## config.mk

```make
export PLATFORM = sky130hd
export DESIGN_NAME = sram_1rw_pipe_flat
export DESIGN_NICKNAME = d
export VERILOG_FILES = /design/src/rtl/sram_1rw_pipe_if.sv /design/src/rtl/sram_1rw_pipe.sv /design/src/flat_wrapper.sv
export SDC_FILE = /design/constraint.sdc
export NUM_CORES = 2
export LEC_CHECK = 0
export BUFFER_PORTS_ARGS = -buffer_cell sky130_fd_sc_hd__buf_4
export CORE_MARGIN = 2
export CORE_UTILIZATION = 46
export DETAILED_ROUTE_END_ITERATION = 10
export PLACE_DENSITY = 0.73
export SLEW_MARGIN = 20
export SYNTH_ARGS = -nofsm -noshare
export SYNTH_HDL_FRONTEND = slang
export SYNTH_SLANG_ARGS = --single-unit
```

## constraint.sdc

```tcl
create_clock -name clk -period 9.4 [get_ports clk]
set_input_delay 0 -clock clk [delete_from_list [all_inputs] [get_ports clk]]
set_output_delay 0 -clock clk [all_outputs]
set_load 0.01 [all_outputs]
```

## src/rtl/sram_1rw_pipe_if.sv

```systemverilog
// sram_1rw_pipe_if: request/response bundle between a memory controller and
// the sram_1rw_pipe fake-RAM.
//
//   req_valid_in   controller -> RAM   request present
//   req_ready_out  RAM -> controller   RAM can accept a request this cycle
//   addr_in        controller -> RAM   word address
//   we_in          controller -> RAM   1 = write, 0 = read
//   wd_in          controller -> RAM   write data
//   w_mask_in      controller -> RAM   per-bit write enable
//   rd_out         RAM -> controller   response data (held between strobes)
//   rd_valid_out   RAM -> controller   one-cycle response strobe
//   err_out        RAM -> controller   response was for an out-of-range address
//   init_done_out  RAM -> controller   array initialisation finished
//
// BITS and ADDR_WIDTH must match the parameters of the attached RAM.
interface sram_1rw_pipe_if #(
    parameter int BITS       = 64,
    parameter int ADDR_WIDTH = 5
);
    logic                  req_valid_in;
    logic                  req_ready_out;
    logic [ADDR_WIDTH-1:0] addr_in;
    logic                  we_in;
    logic [BITS-1:0]       wd_in;
    logic [BITS-1:0]       w_mask_in;
    logic [BITS-1:0]       rd_out;
    logic                  rd_valid_out;
    logic                  err_out;
    logic                  init_done_out;

    modport master (
        output req_valid_in, addr_in, we_in, wd_in, w_mask_in,
        input  req_ready_out, rd_out, rd_valid_out, err_out, init_done_out
    );

    modport slave (
        input  req_valid_in, addr_in, we_in, wd_in, w_mask_in,
        output req_ready_out, rd_out, rd_valid_out, err_out, init_done_out
    );
endinterface

```

## src/rtl/sram_1rw_pipe.sv

```systemverilog
// sram_1rw_pipe: parametrised single-port (1RW) behavioural SRAM stand-in.
//
// After reset an init sequencer optionally clears every word, then the RAM
// accepts one request per cycle (read or bit-masked write). Each accepted
// request yields exactly one rd_valid_out strobe, in order, READ_LATENCY
// (1 or 2) edges after acceptance counting the acceptance edge itself.
// Writes return the old word (WRITE_FIRST=0) or the merged word
// (WRITE_FIRST=1). Addresses >= WORD_DEPTH are flagged with err_out, return
// zero data and never modify the array.
//
// Ports:
//   clk    in  single clock, all state on posedge
//   rst_n  in  asynchronous active-low reset
//   bus    slave side of sram_1rw_pipe_if (request, response, init status)
module sram_1rw_pipe #(
    parameter int BITS         = 64,
    parameter int WORD_DEPTH   = 32,
    parameter int ADDR_WIDTH   = 5,
    parameter int READ_LATENCY = 1,
    parameter int WRITE_FIRST  = 0,
    parameter int INIT_ZERO    = 1
) (
    input  logic           clk,
    input  logic           rst_n,
    sram_1rw_pipe_if.slave bus
);
    localparam int                  IDX_W   = $clog2(WORD_DEPTH);
    // One extra bit so WORD_DEPTH itself is representable when it equals
    // 2**ADDR_WIDTH.
    localparam logic [ADDR_WIDTH:0] DEPTH_L = (ADDR_WIDTH + 1)'(WORD_DEPTH);

    generate
        if (READ_LATENCY != 1 && READ_LATENCY != 2) begin : g_bad_latency
            $error("sram_1rw_pipe: READ_LATENCY must be 1 or 2");
        end
        if ((2 ** ADDR_WIDTH) < WORD_DEPTH) begin : g_bad_addr_width
            $error("sram_1rw_pipe: ADDR_WIDTH too small for WORD_DEPTH");
        end
    endgenerate

    typedef enum logic {
        ST_INIT = 1'b0,
        ST_RUN  = 1'b1
    } state_t;

    function automatic logic [BITS-1:0] merge_word(
        input logic [BITS-1:0] old_w,
        input logic [BITS-1:0] wr_w,
        input logic [BITS-1:0] mask_w
    );
        return (wr_w & mask_w) | (old_w & ~mask_w);
    endfunction

    logic [BITS-1:0]  mem [WORD_DEPTH];

    state_t           state_q, state_d;
    logic [IDX_W-1:0] icnt_q, icnt_d;
    logic             init_we;

    logic             accept;
    logic             in_range;
    logic [IDX_W-1:0] addr_idx;
    logic [BITS-1:0]  old_word;
    logic [BITS-1:0]  merged_word;
    logic [BITS-1:0]  resp_data;

    logic             mem_we;
    logic [IDX_W-1:0] mem_waddr;
    logic [BITS-1:0]  mem_wdata;

    logic             src_vld;
    logic             src_err;
    logic [BITS-1:0]  src_data;

    logic             rd_valid_q, rd_valid_d;
    logic             err_q, err_d;
    logic [BITS-1:0]  rd_q, rd_d;

    // ---------------- control FSM: INIT sweep, then RUN forever ----------------
    always_comb begin
        state_d = state_q;
        icnt_d  = icnt_q;
        init_we = 1'b0;
        case (state_q)
            ST_INIT: begin
                if (INIT_ZERO != 0) begin
                    init_we = 1'b1;
                    if (icnt_q == IDX_W'(WORD_DEPTH - 1)) begin
                        state_d = ST_RUN;
                    end else begin
                        icnt_d = icnt_q + 1'b1;
                    end
                end else begin
                    state_d = ST_RUN;
                end
            end
            default: begin
                state_d = ST_RUN;
            end
        endcase
    end

    always_ff @(posedge clk or negedge rst_n) begin
        if (!rst_n) begin
            state_q <= ST_INIT;
            icnt_q  <= '0;
        end else begin
            state_q <= state_d;
            icnt_q  <= icnt_d;
        end
    end

    assign bus.req_ready_out = (state_q == ST_RUN);
    assign bus.init_done_out = (state_q == ST_RUN);

    // ---------------- request decode and array access ----------------
    always_comb begin
        accept      = bus.req_valid_in && (state_q == ST_RUN);
        in_range    = ({1'b0, bus.addr_in} < DEPTH_L);
        addr_idx    = bus.addr_in[IDX_W-1:0];
        old_word    = in_range ? mem[addr_idx] : '0;
        merged_word = merge_word(old_word, bus.wd_in, bus.w_mask_in);
        if (!in_range) begin
            resp_data = '0;
        end else if (bus.we_in && (WRITE_FIRST != 0)) begin
            resp_data = merged_word;
        end else begin
            resp_data = old_word;
        end
        // Init and accepted requests are mutually exclusive: accept needs RUN.
        mem_we    = init_we || (accept && bus.we_in && in_range);
        mem_waddr = init_we ? icnt_q : addr_idx;
        mem_wdata = init_we ? '0 : merged_word;
    end

`ifndef SYNTHESIS
    // An unknown address or direction on an accepted request could have
    // written anywhere, so the whole array is poisoned.
    logic x_req;
    assign x_req = bus.req_valid_in && (state_q == ST_RUN) &&
                   $isunknown({bus.we_in, bus.addr_in});
`endif

    always_ff @(posedge clk) begin
        if (mem_we) begin
            mem[mem_waddr] <= mem_wdata;
        end
`ifndef SYNTHESIS
        if (x_req) begin
            $warning("sram_1rw_pipe: X on we_in/addr_in, array corrupted");
            for (int i = 0; i < WORD_DEPTH; i++) begin
                mem[i] <= 'x;
            end
        end
`endif
    end

    // ---------------- optional extra response stage (READ_LATENCY=2) ----------------
    generate
        if (READ_LATENCY == 2) begin : g_lat2
            logic            vld_p0_q, vld_p0_d;
            logic            err_p0_q, err_p0_d;
            logic [BITS-1:0] data_p0_q, data_p0_d;

            always_comb begin
                vld_p0_d  = accept;
                err_p0_d  = accept && !in_range;
                data_p0_d = accept ? resp_data : data_p0_q;
            end

            always_ff @(posedge clk or negedge rst_n) begin
                if (!rst_n) begin
                    vld_p0_q <= 1'b0;
                    err_p0_q <= 1'b0;
                end else begin
                    vld_p0_q <= vld_p0_d;
                    err_p0_q <= err_p0_d;
                end
            end

            always_ff @(posedge clk) begin
                data_p0_q <= data_p0_d;
            end

            assign src_vld  = vld_p0_q;
            assign src_err  = err_p0_q;
            assign src_data = data_p0_q;
        end else begin : g_lat1
            assign src_vld  = accept;
            assign src_err  = accept && !in_range;
            assign src_data = resp_data;
        end
    endgenerate

    // ---------------- response output stage ----------------
    always_comb begin
        rd_valid_d = src_vld;
        err_d      = src_vld && src_err;
        // rd_out holds between strobes so it never shows stale X or junk.
        rd_d       = src_vld ? src_data : rd_q;
    end

    always_ff @(posedge clk or negedge rst_n) begin
        if (!rst_n) begin
            rd_valid_q <= 1'b0;
            err_q      <= 1'b0;
            rd_q       <= '0;
        end else begin
            rd_valid_q <= rd_valid_d;
            err_q      <= err_d;
            rd_q       <= rd_d;
        end
    end

    assign bus.rd_valid_out = rd_valid_q;
    assign bus.err_out      = err_q;
    assign bus.rd_out       = rd_q;

endmodule

```

## src/flat_wrapper.sv

```systemverilog
// flat-port wrapper written by rule: the top's interface ports become plain ports
module sram_1rw_pipe_flat 
#(
    parameter int BITS         = 64,
    parameter int WORD_DEPTH   = 32,
    parameter int ADDR_WIDTH   = 5,
    parameter int READ_LATENCY = 1,
    parameter int WRITE_FIRST  = 0,
    parameter int INIT_ZERO    = 1
)
  (clk, rst_n, bus_req_valid_in, bus_addr_in, bus_we_in, bus_wd_in, bus_w_mask_in, bus_req_ready_out, bus_rd_out, bus_rd_valid_out, bus_err_out, bus_init_done_out);
  sram_1rw_pipe_if #(.BITS(BITS), .ADDR_WIDTH(ADDR_WIDTH)) bus_i ();
  input  logic clk;
  input  logic rst_n;
  input wire logic [$bits(bus_i.req_valid_in)-1:0] bus_req_valid_in;
  input wire logic [$bits(bus_i.addr_in)-1:0] bus_addr_in;
  input wire logic [$bits(bus_i.we_in)-1:0] bus_we_in;
  input wire logic [$bits(bus_i.wd_in)-1:0] bus_wd_in;
  input wire logic [$bits(bus_i.w_mask_in)-1:0] bus_w_mask_in;
  output wire logic [$bits(bus_i.req_ready_out)-1:0] bus_req_ready_out;
  output wire logic [$bits(bus_i.rd_out)-1:0] bus_rd_out;
  output wire logic [$bits(bus_i.rd_valid_out)-1:0] bus_rd_valid_out;
  output wire logic [$bits(bus_i.err_out)-1:0] bus_err_out;
  output wire logic [$bits(bus_i.init_done_out)-1:0] bus_init_done_out;
  assign bus_i.req_valid_in = bus_req_valid_in;
  assign bus_i.addr_in = bus_addr_in;
  assign bus_i.we_in = bus_we_in;
  assign bus_i.wd_in = bus_wd_in;
  assign bus_i.w_mask_in = bus_w_mask_in;
  assign bus_req_ready_out = bus_i.req_ready_out;
  assign bus_rd_out = bus_i.rd_out;
  assign bus_rd_valid_out = bus_i.rd_valid_out;
  assign bus_err_out = bus_i.err_out;
  assign bus_init_done_out = bus_i.init_done_out;
  sram_1rw_pipe #(.BITS(BITS), .WORD_DEPTH(WORD_DEPTH), .ADDR_WIDTH(ADDR_WIDTH), .READ_LATENCY(READ_LATENCY), .WRITE_FIRST(WRITE_FIRST), .INIT_ZERO(INIT_ZERO)) u_core (.clk(clk), .rst_n(rst_n), .bus(bus_i));
endmodule
```

# --- Word-level counts from Yosys, hierarchy flattened ---
# Memory sizes are Yosys's and may differ from the RTL's.
# Cells that the tools add are included.
# Widths: inputs -> output; s select.
word_totals:
  register_bits: 71
  ram_bits: 2048
  inputBits: 137
  output_inout_bits: 68
  wordCells: 24
  memories: 1
memory_table:
  columns: ["memory", "depth", "word_bits", "rd", "rd_clocked_by_memory_dff", "wr", "line", "source"]
  rows:
  - ["u_core.mem", 32, 64, 1, 0, 1, "sram_1rw_pipe.sv:54", "logic [BITS-1:0] mem [WORD_DEPTH];"]
op_classes:
  n_addsub: 1
  eq_ne: 1
  mux: 7
  bitwise_logic: 6
  n_reduce_logical: 4
ops:
  columns: ["op", "count"]
  rows:
  - ["$and 64x64->64", 2]
  - ["$mux 64", 1]
  - ["$not 64->64", 1]
  - ["$or 64x64->64", 1]
  - ["$add 5x1->5 const B", 1]
  - ["$eq 5x5->1 const B", 1]
  - ["$mux 1", 5]
  - ["$mux 5", 1]
  - ["$logic_and 1x1->1", 2]
  - ["$not 1->1", 2]
  - ["$reduce_and 2->1", 1]
  - ["$logic_or 1x1->1", 1]

# --- Depth between registers and ports, before layout ---
logic_depth:
  word_depth: 5
  mapped_depth: 10
  depth_no_buf: 6

# --- Least setup slack after synthesis ---
# OpenSTA, ideal clock, no wires.
synth_path:
  path_kind: "reg2reg"
  start: "register u_core.state_q, in the netlist u_core.bus.init_done_out"
  end: "memory u_core.mem[16][0] (enable)"
  setup_time_ns: 0.487
  arrival_time_ns: 4.192
  required_ns: 8.913
  slack_ns: 4.721
  path_stages_with_launch: 6
  n_path_buf: 2
  synth_period_minus_slack_ns: 4.679
  cell_sequence: "dfrtp_1 > clkbuf_1 > buf_1 > mux2i_1 > nand2_1 > nor2_1"
synth_between:
  elab_chain_len: 5
  elab_cells_between_ends: 7
  cone_classes: "mux: 4; reduce/logical: 3"
synth_rtl:
  columns: ["element", "line", "source"]
  rows:
  - ["start: declaration", "sram_1rw_pipe.sv:56", "state_t state_q, state_d;"]
  - ["start signal: assignment", "sram_1rw_pipe.sv:108", "state_q <= state_d;"]
  - ["$logic_and 1x1->1", "sram_1rw_pipe.sv:118", "accept = bus.req_valid_in && (state_q == ST_RUN);"]
  - ["$logic_and 1x1->1", "sram_1rw_pipe.sv:131", "mem_we = init_we || (accept && bus.we_in && in_range);"]
  - ["$logic_or 1x1->1", "sram_1rw_pipe.sv:131", null]
  - ["$mux 1", "sram_1rw_pipe.sv:145", "if (mem_we) begin"]
  - ["$mux 1 (implied by the code)", "sram_1rw_pipe.sv:146", "mem[mem_waddr] <= mem_wdata;"]
  - ["end: declaration", "sram_1rw_pipe.sv:54", null]
# Several ways; a longest one is shown, not always the timed one.

# --- Final worst setup path ---
layout_path:
  start: "register u_core.state_q, in the netlist u_core.bus.init_done_out"
  end: "memory u_core.mem[28][12] (enable)"
# The elaborated chain is that of the path after synthesis.

==> impl_results.md <==
- Fin util: 53.2%
- DRT antenna net count: 0
- Proportion of layout cells with a drive suffix above 1: 23.5%
- R2R Setup Slk: roughly 4.5 ns
- Area Growth Syn to Fin: 14.8%
- Initial DRT Pass Iterations: 6
- Max-cap viol count: 0
- Drt total wl: roughly 220000 um
- Detailed-route DRC error count: 0
- Synth Flop Type: edfxtp_1
- Final Setup Violations: 0
- Layout Nets: 4645
- CTS tree: yes
- Post-Synth Simple-Gate Area: 2.15%
- Most frequent cells after synthesis: edfxtp_1, mux2i_1, mux4_2
- End point of the critical path: u_core.mem[28][12]
- Critical path origin: u_core.bus.init_done_out
- Post-synth top area share: between 70 and 80%
- Post-synth EDFFs: 2048
- Async S/R FF share, synth: under 10%
- Req. time, crit path: 9.83 ns
- Hold Vio Cnt, Final: 0
- YS warnings: 0
- Initial antenna violation count: 5
- Routed vias: between 40000 and 50000
- Htree depth: 4
- Peak VDD IR: 0.159 mV
- RD Place Congestion: 0.817
- Ports: 205
- DPL Wire Length: 117000 um
- Int Pwr: 0.0151 W
- Largest net degree at the start of global routing: 99
- Arrival @ worst endpoint: 5.30 ns
- FF+latch count, synth: 2119
- Final Power: around 0.019 W
- Pwr dens: a little over 200 nW/um^2
- Hold Path Cell Cnt: 3
- Cell Rows: 154
- Drt initial violations: 5628
- Vias in the first global route: roughly 43000
- Chip width: 426 um
- CP Max Fanout: 51
- CTS root buf: clkbuf_16
- Most frequent cell after synthesis: edfxtp_1
- Outcome: completed
- Final Skew: about 0.038 ns
- Kind of critical path: reg2reg
- Resize count post-CTS: 0
- Synth top area cells: edfxtp_1, mux4_2, mux2i_1
- Avg Cell Area, Syn: ~20 sq um
- Synth unique cells: 56
- Worst slew margin: 24.9%
- IO Port Bufs: 203
- Startpoint Class: register
- Die footprint: 182000 sq um
- Clock share of power: approximately 38%
- Fmax: 0.205 GHz
- Critical Path End Type: register
- Clock buffer depth: 3
- Combinational share of power: 7.0%
- Post-CTS Setup Inserts: 0
- Worst-path clk slew: 0.06 ns
- Syn_nets: 4220
- Flop pwr share: 55.2%
- Reg2Reg Launch Point: u_core.bus.init_done_out
- Global router's overall resource usage: 23.5%
- Hold crit path type: in2reg
- Slew Limit Fails: 0
- Tcrit/Tclk final: 51.8%
- Main combinational cell family by area after synthesis: multiplexers
- Die Ht: 426 um
- Latest clock arrival within the worst-skew pair: 0.83 ns
- Min-delay src: bus_w_mask_in[30]
- Reg2Reg Depth: 6
- Gr ovfl total: 0
- Sequential share of the synthesized area: 77.2%
- Mapped Area: 82000 sq um
- Cts bufs inserted: ~190
- Leakage: 31.0 nW
- Worst Tran Pin Value: 1.13 ns
- RSZ-0062 raised after global routing: false
- Number of fillers in the final layout: roughly 13000
- Min cycle time layout: 4.87 ns
- Post-Syn Instances: 4081
- Post-synthesis xor/xnor area fraction: 0.0321%
- Setup TNS: 0 ns
- Via density per instance: between 6 and 7
- First-pass GRT wire length: between 300000 and 400000 um
- Core ar.: approximately 180000 sq um
- Sw Ratio: 21.9%
- DR WL/cell: 30.8 um
- Initial Util: 46.4%
- Clock sink count: 2119
- Leading area contributor after synthesis: edfxtp_1
- Synth Area in Compound Gates: under 10%
- Multiplexer area fraction after synthesis: 13.9%
- Sw power: 0.00423 W
- Reg2reg end: u_core.mem[28][12]
- Post-Synth Adder-Cell Area: 0.0305%
==> placed cells by master, fill, tap and decap left out, types with 5 or more instances in the layout <==
cell type / instances
a2111oi_2: 13
mux2_2: 47
clkinv_2: 26
a21oi_4: 10
o41ai_2: 37
nor2_4: 35
a21oi_1: 113
a22oi_1: 46
a211oi_1: 7
clkinv_1: 47
o221ai_1: 6
nand2_1: 232
dfrtp_1: 70
o21ai_0: 17
o21ai_1: 14
buf_4: 340
nand2b_1: 8
bufinv_16: 8
o22ai_1: 91
clkbuf_16: 190
nor2_1: 20
o31ai_1: 73
edfxtp_1: 2048
clkbuf_8: 6
nand4_1: 9
a221o_1: 30
inv_1: 22
a211o_1: 6
mux4_2: 323
o22a_1: 36
mux2i_1: 357
nor3_1: 22
a221oi_2: 5
a22o_1: 32
clkbuf_1: 56
nand3_1: 67
dlygate4sd3_1: 118
==> logic make-up (layout without fill, tap and decap cells) <==
family,after synthesis,count (layout)
flops,2119,2119
mux,729,729
compound gates,553,553
simple gates,413,413
buf+inv,261,846
xor+xnor,3,3
fa+ha+maj,2,2
other cells,1,2
==> per-stage QoR <==
step	hold WS, ns	instance area (sq um)	std cells	setup slack (ns)
3_5_place_dp	0.130	87000	6532	4.64
3_3_place_gp	0.123	86900	6531	4.75
5_1_grt	0.0258	94100	7007	4.48
2_1_floorplan	-0.296	82000	4081	4.72
4_1_cts	0.00303	94100	7004	4.65
6_report	0.0310	94100	7007	4.53
==> routing by layer <==
metal | vias to the layer above | wire length, um | global-route usage (%)
met5 | - | 29 | 0
met4 | 6 | 9000 | 10.0
met3 | 404 | 19600 | 3.97
met2 | 2478 | 108000 | 39.1
met1 | 22700 | 79300 | 30.8
li1 | 17700 | - | -
==> critical path, stage by stage (launching register included) <==
cell	delay, ns
dfrtp_4	0.68
buf_4	0.78
inv_4	0.32
o32ai_1	0.46
nand2_1	0.34
nor2_4	0.89
buf_4	0.84
==> flip-flops by register name, indices dropped and copies added, names as in the netlist <==
name and cells:
u_core.bus.init_done_out 1, u_core.bus.rd_out 64, u_core.bus.rd_valid_out 1, u_core.icnt_q 5, u_core.mem 2048
==> how the worst min path moves through the flow <==
stage / endpoint
final: u_core.mem[6][30]
after global routing: u_core.mem[31][28]
after CTS: u_core.mem[8][19]
after detailed placement: u_core.bus.rd_out[17]
after global placement: u_core.bus.rd_out[17]
after floorplan: u_core.bus.init_done_out
==> power by group through the flow <==
stage               Sequential [W]  Clock, W  Combinational (W)
finish                      0.0106   0.00731            0.00135
global route                0.0106   0.00773            0.00142
CTS                         0.0106   0.00737            0.00134
detailed placement          0.0108         0            0.00127
global placement            0.0108         0            0.00123
floorplan                   0.0109         0           0.000699
==> area by class of cell <==
class / count / area, sq um / area share, %
Multi-Input combinational cell: 1701 / 18000 / 19.1
Antenna cell: 1 / 2.50 / 0.00266
Clock inverter: 96 / 766 / 0.814
Inverter: 26 / 101 / 0.108
Sequential cell: 2119 / 63300 / 67.3
Timing Repair Buffer: 472 / 3960 / 4.21
Clock buffer: 252 / 5050 / 5.37
Tap cell: 2340 / 2930 / 3.11
==> timing repair <==
action,CTS,global route
hold endpoints to repair,1883,20
setup endpoints to repair,0,0
hold buffers,124,1
No activity file was read; power rests on OpenSTA's default activity.
